<file path="src/rtl/rnd_pkg.sv">
// Shared constants and helpers for the random-word pool.
// Combinational only; no latency and no flow control.
package rnd_pkg;
   localparam int ROT_AMT   = 16;
   localparam int DEF_DEPTH = 4;
   localparam int DEF_FOLD  = 2;

   function automatic logic [31:0] rot16(input logic [31:0] x);
      return {x[ROT_AMT-1:0], x[31:ROT_AMT]};
   endfunction
endpackage

</file>
<file path="src/rtl/rnd_fifo.sv">
// Sync FIFO with registered head: a push into an empty FIFO is visible one edge later.
// Push must only be asserted when not full or popping in the same cycle; clr wins over both.
module rnd_fifo #(
   parameter int DEPTH = 4,
   parameter int W     = 32
) (
   input  logic                       clk,
   input  logic                       clr,
   input  logic                       push_vld,
   input  logic [W-1:0]               push_dat,
   input  logic                       pop_rdy,
   output logic                       head_vld,
   output logic [W-1:0]               head_dat,
   output logic [$clog2(DEPTH):0]     level
);
   localparam int AW = $clog2(DEPTH);
   localparam int LW = AW + 1;

   logic [W-1:0]  mem [DEPTH];
   logic [AW-1:0] rd_ptr, wr_ptr, rd_nxt;
   logic [LW-1:0] kept, lvl_nxt;
   logic [W-1:0]  head_nxt;
   logic          pop;

   assign pop     = head_vld & pop_rdy;
   assign rd_nxt  = rd_ptr + AW'(pop);
   assign kept    = level - LW'(pop);
   assign lvl_nxt = kept + LW'(push_vld);

   // The next head comes from memory if older entries survive the pop,
   // otherwise straight from the word being pushed this cycle.
   always_comb begin
      head_nxt = '0;
      if (kept != '0)
         head_nxt = mem[rd_nxt];
      else if (push_vld)
         head_nxt = push_dat;
   end

   always_ff @(posedge clk) begin
      if (push_vld && !clr)
         mem[wr_ptr] <= push_dat;
   end

   always_ff @(posedge clk) begin
      if (clr) begin
         rd_ptr   <= '0;
         wr_ptr   <= '0;
         level    <= '0;
         head_vld <= 1'b0;
         head_dat <= '0;
      end else begin
         rd_ptr   <= rd_nxt;
         wr_ptr   <= wr_ptr + AW'(push_vld);
         level    <= lvl_nxt;
         head_vld <= (lvl_nxt != '0);
         head_dat <= head_nxt;
      end
   end
endmodule

</file>
<file path="src/rtl/rnd_pool.sv">
// Folds FOLD raw LFSR words per entry into a DEPTH-deep pool; first entry visible after FOLD edges.
// Harvesting stalls while the pool is full and unread; flush drops the pool and any partial fold.
module rnd_pool
   import rnd_pkg::*;
#(
   parameter int DEPTH = DEF_DEPTH,
   parameter int FOLD  = DEF_FOLD
) (
   input  logic                       clk,
   input  logic                       I_reset,
   input  logic [31:0]                I_rnd,
   input  logic                       I_flush,
   input  logic                       I_ready,
   output logic                       O_valid,
   output logic [31:0]                O_data,
   output logic [$clog2(DEPTH):0]     O_level
);
   localparam int LW = $clog2(DEPTH) + 1;
   localparam int FW = (FOLD > 1) ? $clog2(FOLD) : 1;

   logic [FW-1:0] fcnt;
   logic [31:0]   acc, term, fold_val;
   logic          last, pop, he, push;

   assign last     = (fcnt == FW'(FOLD - 1));
   assign pop      = O_valid & I_ready;
   assign he       = (O_level < LW'(DEPTH)) | pop;
   assign term     = fcnt[0] ? rot16(I_rnd) : I_rnd;
   assign fold_val = (fcnt == '0) ? I_rnd : (acc ^ term);
   assign push     = he & last & ~I_flush & ~I_reset;

   // acc survives a flush on purpose; fcnt=0 makes the stale value unused.
   always_ff @(posedge clk) begin
      if (I_reset) begin
         acc  <= '0;
         fcnt <= '0;
      end else if (I_flush) begin
         fcnt <= '0;
      end else if (he) begin
         acc  <= fold_val;
         fcnt <= last ? '0 : fcnt + FW'(1);
      end
   end

   rnd_fifo #(.DEPTH(DEPTH), .W(32)) u_fifo (
      .clk      (clk),
      .clr      (I_reset | I_flush),
      .push_vld (push),
      .push_dat (fold_val),
      .pop_rdy  (I_ready),
      .head_vld (O_valid),
      .head_dat (O_data),
      .level    (O_level)
   );
endmodule

</file>
<file path="config.mk">
export PLATFORM = sky130hd
export DESIGN_NAME = rnd_pool
export DESIGN_NICKNAME = d
export VERILOG_FILES = /design/src/rtl/rnd_pkg.sv /design/src/rtl/rnd_fifo.sv /design/src/rtl/rnd_pool.sv
export SDC_FILE = /design/constraint.sdc
export NUM_CORES = 1
export LEC_CHECK = 0
export CAP_MARGIN = 10
export CORE_MARGIN = 3
export CORE_UTILIZATION = 35
export CTS_BUF_LIST = sky130_fd_sc_hd__clkbuf_4 sky130_fd_sc_hd__clkbuf_8
export DETAILED_ROUTE_END_ITERATION = 7
export PLACE_DENSITY = 0.56
export SYNTH_ARGS = -nofsm -noshare
export SYNTH_HDL_FRONTEND = slang
export SYNTH_SLANG_ARGS = --single-unit
</file>
<file path="constraint.sdc">
create_clock -name clk -period 5.25 [get_ports clk]
set_input_delay 1.05 -clock clk [delete_from_list [all_inputs] [get_ports clk]]
set_output_delay 1.05 -clock clk [all_outputs]
set_load 0.005 [all_outputs]
</file>
==> results by group <==
Power
  • Total chip power: 3.366 mW
  • Power Dens Cells: 354.6 nW/um^2
  • Leakage: about 3.3 nW
  • Max IR drop VDD: 0.0001895 V

Worst setup path
  • Crit path launch type: input pin
  • Worst r2r dst: u_fifo.head_dat[24]$_SDFF_PP0_
  • Setup Crit Path Kind: in -> reg
  • Worst EP arrival: 3.32 ns
  • Slowest Stage Delay on Critical Path: 0.68 ns
  • CP cell instances: clkdlybuf4s50_1, nor2_2, nand4_1, nor2_4, buf_4
  • Worst EP required: 5.44 ns
  • Slowest stage cell on the critical path: nor2_4
  • Worst reg2reg path depth: 7
  • Crit. End Element: flip-flop
  • R2R Path Start: u_fifo.head_vld$_SDFF_PP0_
  • CP max FO: 22
  • FF-to-FF setup slack: 2.78 ns

Detailed routing
  • Post-route ant nets: 0
  • Wire length per cell: 18.77 microns
  • Iter 0 DRT Violations: 254
  • DR DRC count: 0
  • 1st-pass router iterations: 4
  • Vias: approximately 4400
  • Routed WL: 16.65 mm
  • Via-to-Cell Ratio: 4.905

Synth
  • #FFs+latches synth: between 200 and 250
  • Synth top area share: 0.4869
  • Synth Cell Area: 7894 sq um
  • Synth async-reset ratio: 0
  • Register area share after synthesis: 0.6721
  • Yosys cell types: 31
  • Most frequent cells after synthesis: edfxtp_1, dfxtp_1, nor2_1
  • Avg Synthesized Cell Area: 15.98 sq um
  • Post-synth EDFFs: ~130
  • Mapped Cells: 494
  • Synth Net Count: 534
  • Synth warn: 0
  • Ranking of synthesized cells by area: edfxtp_1, dfxtp_1, mux4_2, mux2i_1, xnor2_1
  • Ys flop type: edfxtp_1
  • Most common cell in the netlist: edfxtp_1
  • Synth area leader: edfxtp_1

Timing
  • Final setup margin: 2.117 ns
  • Slew @ Worst Pin: 0.9650 ns
  • Total Neg Setup Slack: 0 ns
  • # setup viols final: 0
  • Unrepaired setup endpoints after global routing: no
  • Max Freq: 319.2 MHz
  • Tcrit/Tclk final: 0.5967
  • Fin. max-slew vios: 0
  • Min Tclk post-route: 3.133 ns
  • Clock skew: 0.02296 ns
  • Fin. Hold Viols: 0
  • Relative slew margins: 0.3551

Layout
  • Multi-input logic area: 2347 sq um
  • # fillers: 1990
  • Register area: around 5300 sq um
  • Number of nets in the layout: 622
  • Antenna cells: 0
  • Final core occ: 0.4310
  • Share of layout cells above drive strength 1: 0.1928
  • Area grow syn2layout: 20.26%

Floorplanning
  • Num rows: 54
  • Starting Density: 0.3584
  • Die span in y: 156.2 microns
  • Die area: between 20000 and 25000 sq um
  • # IOs: 72
  • Die width: 156.2 microns
  • Core region area: between 20000 and 25000 sq um

Place
  • IO buf count: 71
  • Hpwl dp: 9.947 mm
  • RePlAce Congestion: 0.7345
  • Setup Slack @ Placement: 1.571 ns

Clock tree
  • Clk root buf: clkbuf_8
  • Worst-path clk slew: 0.05 ns
  • TritonCTS Buffers: 34
  • Worst-Skew Late Latency: 0.51 ns
  • CTS tree: done
  • Clk buf depth: 3
  • Post-CTS Repair Setup Buffers: 0
  • H-tree levels: 2
  • Clock sink count: 201
  • Resized cells post-CTS: 0
  • Post-cts hold buffer count: 0

Run status
  • Status: finished, final reports clean

Job
  • Max cap viols: 0

Min path
  • Worst Hold End: acc[21]$_SDFFE_PP0P_
  • Hold-critical path depth: 2
  • Worst Hold Launch: acc[21]$_SDFFE_PP0P_
  • Hold crit path type: reg -> reg

Global route
  • GRT Total Usage: 0.1403
  • First-pass GRT wire length: 26.54 mm
  • Number of antenna violations at the first check in global routing: 0
  • Number of global-route vias before repair: around 4700
  • Congestion Overflow GR: 0
  • Largest net degree at the start of global routing: 67
critical path: cells and delay by family:
family / cells / cell delay (ns)
buffers and inverters: 2 / 0.98
AND/OR/NAND/NOR: 3 / 1.29
layer usage:
layer / up-vias / part of all wire / track usage
met5: - / 0 / 0
met4: 0 / 0.017 / 0.04210
met3: 28 / 0.039 / 0.03107
met2: 101 / 0.48 / 0.2320
met1: 2200 / 0.46 / 0.1865
li1: 2022 / - / -
cell families after synthesis:
logic type                 share of synthesized area
xor gates and xnor gates                     0.04517
and+or+nand+nor                              0.04676
DFF                                           0.6721
adders and majority gates                   0.006340
AOI/OAI and AO/OA                            0.06229
muxes                                         0.1319
buffers and inverters                        0.03551
final cells by class:
cell class | instances | area share
Timing Repair Buffer | 81 | 0.08277
Inverter | 5 | 0.001977
Clock inverter | 6 | 0.002900
Tap cell | 280 | 0.03691
Multi-Input combinational cell | 259 | 0.2473
Sequential cell | 201 | 0.5590
Clock buffer | 55 | 0.06920
worst max-delay path by stage:
stage,start,end,slack (ns),depth (start not counted)
3_3_place_gp,I_ready,u_fifo.head_dat[7]$_SDFF_PP0_,1.68,8
2_1_floorplan,I_reset,u_fifo.mem[2][0]$_DFFE_PP_,1.11,4
5_1_grt,I_ready,u_fifo.head_dat[2]$_SDFF_PP0_,1.96,8
6_report,I_reset,u_fifo.mem[1][8]$_DFFE_PP_,2.12,5
3_5_place_dp,I_reset,u_fifo.mem[1][25]$_DFFE_PP_,1.57,5
4_1_cts,I_reset,u_fifo.mem[1][8]$_DFFE_PP_,2.09,5
where the power goes:
part,internal [mW],switching (mW)
Combinational,0.110,0.126
Sequential,1.73,0.0192
Clock,0.791,0.591
Total,2.63,0.736
flip-flops by register name, summed over array words and instances (netlist names):
| signal | flops |
|---|---|
| u_fifo.mem | 128 |
| acc | 32 |
| u_fifo.head_dat | 32 |
| u_fifo.level | 3 |
| u_fifo.rd_ptr | 2 |
| u_fifo.wr_ptr | 2 |
| fcnt | 1 |
| u_fifo.head_vld | 1 |
layout by cell type, fill, tap and decap left out, types with 2 or more instances in the layout:
cell             Yosys  final
and2_1               3      3
clkinv_2             0      4
a22o_1              32     32
nor2_4               1      3
xor2_1               2      2
buf_4                5     10
dfxtp_1             73     72
clkbuf_8             0     39
mux2i_1             32     32
mux4_2              32     32
xnor2_1             35     35
a21oi_1             30     30
edfxtp_1           128    128
nor2_1              73     71
clkinv_1             0      2
inv_1                5      5
clkdlybuf4s50_1      0     71
clkbuf_4             0     16
a21oi_2              2      2
nor3_2               0      2
ha_1                 4      3
metrics by stage:
step | hold WS (ns) | instances | instance area, sq um
2_1_floorplan | 0.4819 | 494 | 7894
3_3_place_gp | 0.4954 | 826 | 8808
3_5_place_dp | 0.5070 | 826 | 8808
4_1_cts | 0.5215 | 887 | 9493
5_1_grt | 0.5368 | 887 | 9493
6_report | 0.5137 | 887 | 9493
Power figures use the tool's default switching activity.
